<file path="src/rtl/mac_pkg.sv">
`default_nettype none
// ============================================================================
//  Module      : mac_pkg
//  Description : Shared types and helpers for the MAC accumulator slice.
//  Revision    : 1.0  initial release
// ============================================================================
package mac_pkg;

    // Accumulator FSM, explicitly encoded.
    typedef enum logic [0:0] {
        ST_ACC = 1'b0,
        ST_OUT = 1'b1
    } mac_state_t;

    // Sign-magnitude field layout: sign sits at (width - c_SM_SIGN_OFS),
    // magnitude occupies everything from c_SM_MAG_LSB up to just below it.
    localparam int c_SM_SIGN_OFS = 1;
    localparam int c_SM_MAG_LSB  = 0;

    // Wide enough that the sum of num_terms full-scale products never wraps.
    function automatic int acc_width(input int n, input int num_terms);
        return 2 * n + $clog2(num_terms) + 1;
    endfunction

endpackage
`default_nettype wire

</file>
<file path="src/rtl/mac_output_formatter.sv">
`default_nettype none
// ============================================================================
//  Module      : mac_output_formatter
//  Description : Combinational abs / optional round / shift / saturate / sign
//                fix of the final sum. Define MAC_ROUND_EN for rounding.
//  Revision    : 1.0  initial release
// ============================================================================
module mac_output_formatter
    import mac_pkg::*;
#(
    parameter int N     = 8,
    parameter int Q     = 5,
    parameter int ACC_W = 19
) (
    input  logic [ACC_W-1:0] sum,
    output logic [N-1:0]     result,
    output logic             sat
);

    localparam logic [ACC_W:0] c_MAX = (ACC_W+1)'((2 ** (N - 1)) - 1);

    logic [ACC_W-1:0] w_abs;
    logic [ACC_W:0]   w_rnd;
    logic [ACC_W:0]   w_mag;
    logic [N-2:0]     w_mag_sat;
    logic             w_neg;

    assign w_neg = sum[ACC_W-1];
    assign w_abs = w_neg ? (-sum) : sum;

`ifdef MAC_ROUND_EN
    // Half-LSB bias before the shift gives round half away from zero.
    localparam logic [ACC_W:0] c_HALF = (ACC_W+1)'(1) << (Q - 1);
    assign w_rnd = {1'b0, w_abs} + c_HALF;
`else
    assign w_rnd = {1'b0, w_abs};
`endif

    assign w_mag     = w_rnd >> Q;
    assign sat       = (w_mag > c_MAX);
    assign w_mag_sat = sat ? c_MAX[N-2:0] : w_mag[N-2:0];

    // A zero magnitude is always reported as positive.
    assign result = {w_neg && (w_mag_sat != '0), w_mag_sat};

endmodule
`default_nettype wire

</file>
<file path="src/rtl/mac_accumulator.sv">
`default_nettype none
// ============================================================================
//  Module      : mac_accumulator
//  Description : Sums NUM_TERMS sign-magnitude products, then presents a
//                rescaled, saturated N-bit result. Define MAC_ROUND_EN to
//                round instead of truncate.
//  Revision    : 1.0  initial release
// ============================================================================
module mac_accumulator
    import mac_pkg::*;
#(
    parameter int N         = 8,
    parameter int Q         = 5,
    parameter int NUM_TERMS = 4
) (
    input  logic           clk,
    input  logic           rst,
    input  logic           in_valid,
    output logic           in_ready,
    input  logic [2*N-1:0] in_product,
    input  logic           in_ovr,
    output logic           out_valid,
    input  logic           out_ready,
    output logic [N-1:0]   out_result,
    output logic           out_ovr
);

    localparam int c_ACC_W  = acc_width(N, NUM_TERMS);
    localparam int c_CNT_W  = $clog2(NUM_TERMS);
    localparam int c_MAG_W  = 2 * N - c_SM_SIGN_OFS;
    localparam int c_SIGN_I = 2 * N - c_SM_SIGN_OFS;
    localparam logic [c_CNT_W-1:0] c_LAST = c_CNT_W'(NUM_TERMS - 1);

    mac_state_t         r_state;
    mac_state_t         w_state_nxt;
    logic [c_ACC_W-1:0] r_acc;
    logic [c_CNT_W-1:0] r_cnt;
    logic               r_ovr_sticky;
    logic [N-1:0]       r_result;
    logic               r_out_ovr;

    logic [c_ACC_W-1:0] w_mag_ext;
    logic [c_ACC_W-1:0] w_term;
    logic [c_ACC_W-1:0] w_acc_sum;
    logic               w_accept;
    logic               w_last;
    logic               w_out_hs;
    logic [N-1:0]       w_fmt_result;
    logic               w_fmt_sat;

    assign w_mag_ext = {{(c_ACC_W - c_MAG_W){1'b0}}, in_product[c_MAG_W-1:c_SM_MAG_LSB]};
    assign w_term    = in_product[c_SIGN_I] ? (-w_mag_ext) : w_mag_ext;
    assign w_acc_sum = r_acc + w_term;
    assign w_accept  = in_valid && in_ready;
    assign w_last    = w_accept && (r_cnt == c_LAST);
    assign w_out_hs  = out_valid && out_ready;

    mac_output_formatter #(
        .N     (N),
        .Q     (Q),
        .ACC_W (c_ACC_W)
    ) u_fmt (
        .sum    (w_acc_sum),
        .result (w_fmt_result),
        .sat    (w_fmt_sat)
    );

    always_comb begin
        w_state_nxt = r_state;
        in_ready    = 1'b0;
        out_valid   = 1'b0;
        case (r_state)
            ST_ACC: begin
                in_ready = 1'b1;
                if (w_last) w_state_nxt = ST_OUT;
            end
            ST_OUT: begin
                out_valid = 1'b1;
                if (out_ready) w_state_nxt = ST_ACC;
            end
            default: w_state_nxt = ST_ACC;
        endcase
    end

    // The result is captured from the sum including the final beat.
    always_ff @(posedge clk or posedge rst) begin
        if (rst) begin
            r_state      <= ST_ACC;
            r_acc        <= '0;
            r_cnt        <= '0;
            r_ovr_sticky <= 1'b0;
            r_result     <= '0;
            r_out_ovr    <= 1'b0;
        end else begin
            r_state <= w_state_nxt;
            if (w_accept) begin
                r_acc        <= w_acc_sum;
                r_cnt        <= r_cnt + c_CNT_W'(1);
                r_ovr_sticky <= r_ovr_sticky | in_ovr;
                if (w_last) begin
                    r_result  <= w_fmt_result;
                    r_out_ovr <= r_ovr_sticky | in_ovr | w_fmt_sat;
                end
            end else if (w_out_hs) begin
                r_acc        <= '0;
                r_cnt        <= '0;
                r_ovr_sticky <= 1'b0;
            end
        end
    end

    assign out_result = r_result;
    assign out_ovr    = r_out_ovr;

endmodule
`default_nettype wire

</file>
<file path="config.mk">
export PLATFORM = sky130hd
export DESIGN_NAME = mac_accumulator
export DESIGN_NICKNAME = d
export VERILOG_FILES = /design/src/rtl/mac_pkg.sv /design/src/rtl/mac_output_formatter.sv /design/src/rtl/mac_accumulator.sv
export SDC_FILE = /design/constraint.sdc
export NUM_CORES = 1
export LEC_CHECK = 0
export CAP_MARGIN = 20
export CORE_ASPECT_RATIO = 1.75
export CORE_UTILIZATION = 50
export DETAILED_ROUTE_END_ITERATION = 12
export PLACE_DENSITY = 0.72
export SYNTH_ARGS = -nofsm -noshare
export SYNTH_HDL_FRONTEND = slang
export SYNTH_SLANG_ARGS = --single-unit
</file>
<file path="constraint.sdc">
create_clock -name clk -period 5.7 [get_ports clk]
set_input_delay 1.14 -clock clk [delete_from_list [all_inputs] [get_ports clk]]
set_output_delay 1.14 -clock clk [all_outputs]
set_load 0.01 [all_outputs]
</file>
==> results of run 1 <==
## worst paths after layout
kind                                from             to  slack, ns  depth (start not counted)
max                        in_product[1]  out_result[5]       0.30                         18
max in group asynchronous            rst       r_acc[1]       4.16                          3
min reg2reg                     r_acc[3]       r_acc[3]       0.50                          2
min in group asynchronous            rst  out_result[0]       1.23                          3
max reg2reg                     r_acc[0]  out_result[5]       2.05                         11
min                             r_acc[3]       r_acc[3]       0.50                          2
## power by group
part	switching, mW	internal, mW
Combinational	0.947	0.780
Clock	0.0905	0.130
Sequential	0.0716	0.335
Total	1.11	1.24
## critical path: stages
cell	delay, ns
clkdlybuf4s50_1	0.43
inv_1	0.10
ha_1	0.16
or3b_2	0.50
or2_2	0.33
o21ai_1	0.15
xnor2_1	0.14
ha_1	0.26
and2_1	0.14
a221o_1	0.32
and2_1	0.19
a211o_1	0.30
o32a_1	0.35
xnor2_1	0.15
a2111oi_2	0.38
a32o_1	0.27
buf_12	0.14
a31oi_2	0.08
## logic make-up after synthesis
kind of cell,count (synthesis)
fa+ha+maj,21
xor+xnor,34
flops,32
buf+inv,22
mux,3
compound gates,122
simple gates,108
## synthesized netlist by cell type, types with 3 or more instances
cell type / n / area, um^2
and2_1: 5 / 31.3
and3_1: 7 / 43.8
a21oi_1: 25 / 125
a211o_1: 3 / 26.3
nor2b_1: 4 / 25.0
nand4_1: 4 / 25.0
o31ai_1: 4 / 30.0
o21ai_1: 5 / 25.0
o21a_1: 4 / 30.0
nand3_1: 7 / 35.0
or3_1: 5 / 31.3
a31oi_1: 3 / 18.8
a21o_1: 10 / 75.1
a211oi_1: 4 / 30.0
a31oi_2: 5 / 62.6
clkbuf_1: 13 / 48.8
nor3_1: 6 / 30.0
dfrtp_1: 32 / 801
nor2_1: 22 / 82.6
or2_2: 6 / 37.5
inv_1: 6 / 22.5
ha_1: 20 / 250
nand2_1: 28 / 105
xor2_1: 11 / 96.3
nand2b_1: 4 / 25.0
a22o_1: 10 / 87.6
xnor2_1: 22 / 193
o21ai_0: 20 / 100
## state kept, by name, summed over array words and instances, names as in the netlist
| name | cells |
|---|---|
| r_acc | 19 |
| r_ovr_sticky | 1 |
| r_cnt | 2 |
| out_ovr | 1 |
| out_result | 8 |
| r_state | 1 |
## final cells by class
| class | count | area (um^2) | share of cell area |
|---|---|---|---|
| clock buffers | 6 | 72.6 | 0.0200 |
| clock inverters | 2 | 35.0 | 0.00964 |
| inverters | 6 | 22.5 | 0.00619 |
| multi-input cells | 288 | 2080 | 0.571 |
| flip-flops and latches | 32 | 801 | 0.220 |
| well taps | 76 | 95.1 | 0.0262 |
| repair buffers | 59 | 533 | 0.147 |
## through the flow
step	hold WS, ns	cells	power [mW]	util
after floorplan	0.455	342	1.58	-
after global placement	0.472	461	2.06	0.622
after detailed placement	0.479	461	2.09	0.622
after CTS	0.496	469	2.32	0.641
after global routing	0.514	469	2.52	0.646
final	0.497	469	2.35	0.646
## layer usage
| metal | up-vias | part of all wire | GRT usage |
|---|---|---|---|
| met5 | - | 0 | 0 |
| li1 | 1381 | - | - |
| met2 | 66 | 0.52 | 0.456 |
| met4 | 0 | 0.054 | 0.158 |
| met1 | 1319 | 0.40 | 0.279 |
| met3 | 27 | 0.025 | 0.0300 |
==> flow_metrics.py, run 1 <==
metrics = {
    "synth": {
        "synth_cell_types": 64,
        "ys.flop_type": "dfrtp_1",
        "synth-adder-area-share": 0.0916,
        "syn-num-nets": 384,
        "synth_compound_area_frac": 0.302,
        "synth_simple_gate_area_frac": 0.187,
        "synth_xor_area_frac": 0.103,
        "netlist_area_mm2": 0.00295,
        "async_flop_share": 1.00,
        "avgSynthCellArea_um2": 8.63,
        "synth-edff-count": 0,
        "muxShareOfSynthArea": 0.0106,
        "seq_area_frac_synth": 0.271,
        "synth_top_family_by_area": "compound AO/OA/AOI/OAI gates",
        "post_synth_inst_count": 342,
        "ys_warn_count": 0,
        "synth-seq-cells": 32,
    },
    "timing": {
        "period_needed_ns": 5.40,
        "fin_tns_setup_ns": 0,
        "fin_ws_ns": 0.302,
        "timing.final.crit_share": 0.947,
        "hold_viol_final": 0,
        "finalMaxSlewViolations": 0,
        "fmax_mhz": 185,
        "setup_viol": 0,
        "tightest_slew_ns": 0.501,
        "skew_ns": 0.00993,
        "slew_headroom": 0.666,
        "rsz0062_at_grt": "no",
    },
    "die": {
        "dieHeight_um": 104,
        "rows": 36,
        "fp.dieW_um": 60.1,
        "die_area_mm2": 0.00622,
        "initial_utilization": 0.524,
        "coreArea_mm2": 0.00563,
        "io-pin-count": 32,
    },
    "cts": {
        "cts.sink_count": 32,
        "cts_buffers": 5,
        "holdBufCountCts": 0,
        "clockRootBuffer": "clkbuf_8",
        "cts_buffer_depth": 2,
        "cts_max_level": 2,
        "worstSkewPairLatency_ns": 0.29,
        "cts_tree": "built",
        "post_cts_resized": 0,
        "post_cts_buffers": 0,
        "cts.reportedPaths.clkPinSlew_ns": 0.07,
    },
    "finish": {
        "layout-drive-gt1-share": 0.153,
        "design_area_mm2": 0.00364,
        "final_common_cell": "dfrtp_1",
        "nFillCells": 509,
        "syn_to_final_growth_pct": 23.2,
        "n_antenna_cell": 0,
        "nets": 434,
        "mostFrequentLayoutCells": "dfrtp_1, clkdlybuf4s50_1, nand2_1, buf_4, a21oi_1",
    },
    "placement": {
        "place_ws_ns": -0.209,
        "port_buffers": 31,
        "hpwl_um": 5980,
        "placed_cell_area_mm2": 0.00350,
        "gp_congestion": 0.869,
    },
    "worst_setup_path": {
        "cp_max_fo": 9,
        "crit_required_ns": 5.85,
        "crit_type": "in -> reg",
        "end_kind": "flip-flop",
        "cp.arrival_ns": 5.55,
        "start_kind": "input port",
    },
    "routing": {
        "vias": 2793,
        "postRouteAntennaNets": 0,
        "drc": 0,
        "vias_per_cell": 5.96,
        "wl_um": 7670,
        "dr.pass1.iters": 5,
        "wire_per_inst_um": 16.4,
        "drt_iter0_drc": 147,
    },
    "pwr": {
        "powerDensity_mw_per_mm2": 647,
        "p_leak_nw": 1.55,
        "ir_drop_mv": 0.395,
    },
    "global_routing": {
        "grt_max_degree": 33,
        "antenna_found_initial": 0,
        "grt_usage": 0.259,
        "grt_pass1_wl_um": 12500,
        "grt.overflow.total": 0,
        "grt_pass1_vias": 2832,
    },
    "flow_run": {
        "max_cap_viol_count": 0,
    },
    "status": {
        "status": "finished clean",
    },
    "hold_path": {
        "hold_path_class": "reg -> reg",
    },
}
No activity file was read; power rests on OpenSTA's default activity.
==> run 2: changes to the inputs <==
Settings changed: CAP_MARGIN 20 to default.
==> results of run 2 <==
Same layout as run 1: the final DEF is identical, and so are final timing and power.
==> run 3: changes to the inputs <==
Settings changed: CTS_BUF_LIST from default to sky130_fd_sc_hd__clkbuf_16.
==> flow_metrics.py, run 3 (synthesis gave the netlist of run 1 again) <==
metrics = {
    "worst_setup_path": {
        "crit_type": "in -> reg",
        "cp.arrival_ns": 5.54,
        "reg2reg_from": "r_acc[0]",
        "critPathBufInv": 3,
        "cp_max_fo": 9,
        "start_kind": "input port",
        "slowest_delay_ns": 0.50,
        "crit_required_ns": 5.84,
        "crit_family": "compound AO/OA/AOI/OAI gates",
        "cpMaxStageDelayCell": "or3b_2",
        "rrSetupSlack_ns": 2.03,
        "rr_endpoint": "out_result[5]",
        "r2r_cells": 11,
        "path_cells": "clkdlybuf4s50_1 -> inv_1 -> ha_1 -> or3b_2 -> or2_2 -> o21ai_1 -> xnor2_1 -> ha_1 -> and2_1 -> a221o_1 -> and2_1 -> a211o_1 -> o32a_1 -> xnor2_1 -> a2111oi_2 -> a32o_1 -> buf_12 -> a31oi_2",
        "end_kind": "flip-flop",
    },
    "finish": {
        "mostFrequentLayoutCells": "dfrtp_1, clkdlybuf4s50_1, nand2_1, buf_4, a21oi_1",
        "largest_reg_flops": 19,
        "syn_to_final_growth_pct": 25.1,
        "n_antenna_cell": 0,
        "layout-drive-gt1-share": 0.153,
        "fin_util": 0.656,
        "regMostFlops": "r_acc",
        "final_common_cell": "dfrtp_1",
        "nFillCells": 497,
        "nets": 434,
    },
    "cts": {
        "cts_buffers": 5,
        "clockRootBuffer": "clkbuf_16",
        "holdBufCountCts": 0,
        "cts_buffer_depth": 2,
        "worstSkewPairLatency_ns": 0.28,
        "post_cts_buffers": 0,
        "cts_max_level": 2,
        "cts.sink_count": 32,
        "cts.reportedPaths.clkPinSlew_ns": 0.05,
        "post_cts_resized": 0,
        "cts_tree": "built",
    },
    "global_routing": {
        "met1_usage": 0.279,
        "grt_pass1_wl_um": 12600,
        "top_usage_layer": "met2",
        "grt.overflow.total": 0,
        "antenna_found_initial": 0,
        "met2_usage": 0.458,
        "grt_max_degree": 33,
        "grt_pass1_vias": 2862,
        "grt_usage": 0.264,
        "use_met3": 0.0387,
    },
    "routing": {
        "drt_iter0_drc": 144,
        "wl_um": 7680,
        "wire_per_inst_um": 16.4,
        "dr.pass1.iters": 4,
        "vias_per_cell": 6.09,
        "postRouteAntennaNets": 0,
        "vias": 2854,
        "drc": 0,
    },
    "timing": {
        "fin_ws_ns": 0.292,
        "fmax_mhz": 185,
        "finalMaxSlewViolations": 0,
        "tightest_slew_ns": 0.504,
        "setup_viol": 0,
        "skew_ns": 0.00447,
        "slew_headroom": 0.662,
        "hold_viol_final": 0,
        "period_needed_ns": 5.41,
        "fin_tns_setup_ns": 0,
        "timing.final.crit_share": 0.949,
        "rsz0062_at_grt": "no",
    },
    "placement": {
        "gp_congestion": 0.869,
        "hpwl_um": 5980,
        "place_ws_ns": -0.209,
        "port_buffers": 31,
    },
    "hold_path": {
        "hold_end": "r_acc[3]",
        "hold_path_class": "reg -> reg",
        "whs_path_depth": 2,
        "hold_path.startpoint": "r_acc[3]",
    },
    "die": {
        "io-pin-count": 32,
        "initial_utilization": 0.524,
        "fp.dieW_um": 60.1,
        "die_area_mm2": 0.00622,
        "dieHeight_um": 104,
        "rows": 36,
        "coreArea_mm2": 0.00563,
    },
    "pwr": {
        "ir_drop_mv": 0.368,
        "p_leak_nw": 1.58,
        "switchingPower_mw": 1.12,
        "power_frac_seq": 0.167,
        "clock_power_share": 0.124,
        "power.internal_mw": 1.32,
        "powerDensity_mw_per_mm2": 660,
        "swShare": 0.459,
        "comb_power_share": 0.709,
    },
    "status": {
        "status": "finished clean",
    },
    "flow_run": {
        "max_cap_viol_count": 0,
    },
}
-- run 3: cell count changes in the layout (fill, tap and decap cells not counted), sizes merged --
| cell | change |
|---|---|
| clkbuf | -1 |
| inv | +1 |
-- run 3: through the flow --
stage	std cells	hold WS, ns	power (mW)	cell area, um^2
final	469	0.495	2.44	3690
after global routing	469	0.509	2.61	3690
after CTS	469	0.492	2.41	3670
after detailed placement	461	0.479	2.09	3500
after global placement	461	0.472	2.06	3500
after floorplan	342	0.455	1.58	2950
-- run 3: worst register-to-register path, cell delays in order (launching register included) --
cell and delay (ns):
dfrtp_1 0.38, ha_1 0.22, fa_1 0.40, a211oi_1 0.49, o21bai_1 0.20, a211o_1 0.44, a2111oi_2 0.43, nor3b_2 0.13
a2111oi_2 0.33, a32o_1 0.28, buf_12 0.14, a31oi_2 0.08
-- run 3: worst max path at each step --
stage | startpoint | endpoint | depth (start not counted)
global route | in_product[1] | out_result[7] | 18
finish | in_product[1] | out_result[5] | 18
floorplan | in_product[1] | out_result[1] | 18
detailed placement | in_product[1] | out_result[5] | 18
global placement | in_product[1] | out_result[4] | 18
CTS | in_product[1] | out_result[5] | 18
-- run 3: cell type report --
type	instances	area (um^2)	area share
clock buffer	5	125	0.0339
timing repair buffer	59	533	0.144
clock inverter	3	38.8	0.0105
inverter	6	22.5	0.00610
multi-input combinational	288	2080	0.563
tap	76	95.1	0.0258
sequential	32	801	0.217
-- run 3: power groups by stage --
stage	registers, mW	logic [mW]	clock network [mW]
6_report	0.406	1.73	0.302
5_1_grt	0.419	1.88	0.313
4_1_cts	0.407	1.69	0.306
3_5_place_dp	0.410	1.68	0
3_3_place_gp	0.405	1.66	0
2_1_floorplan	0.403	1.17	0
-- run 3: layer usage --
layer  wire length [um]  part of all wire
met5                  0                 0
met4                438             0.057
met3                239             0.031
met2               4050              0.53
met1               2960              0.39
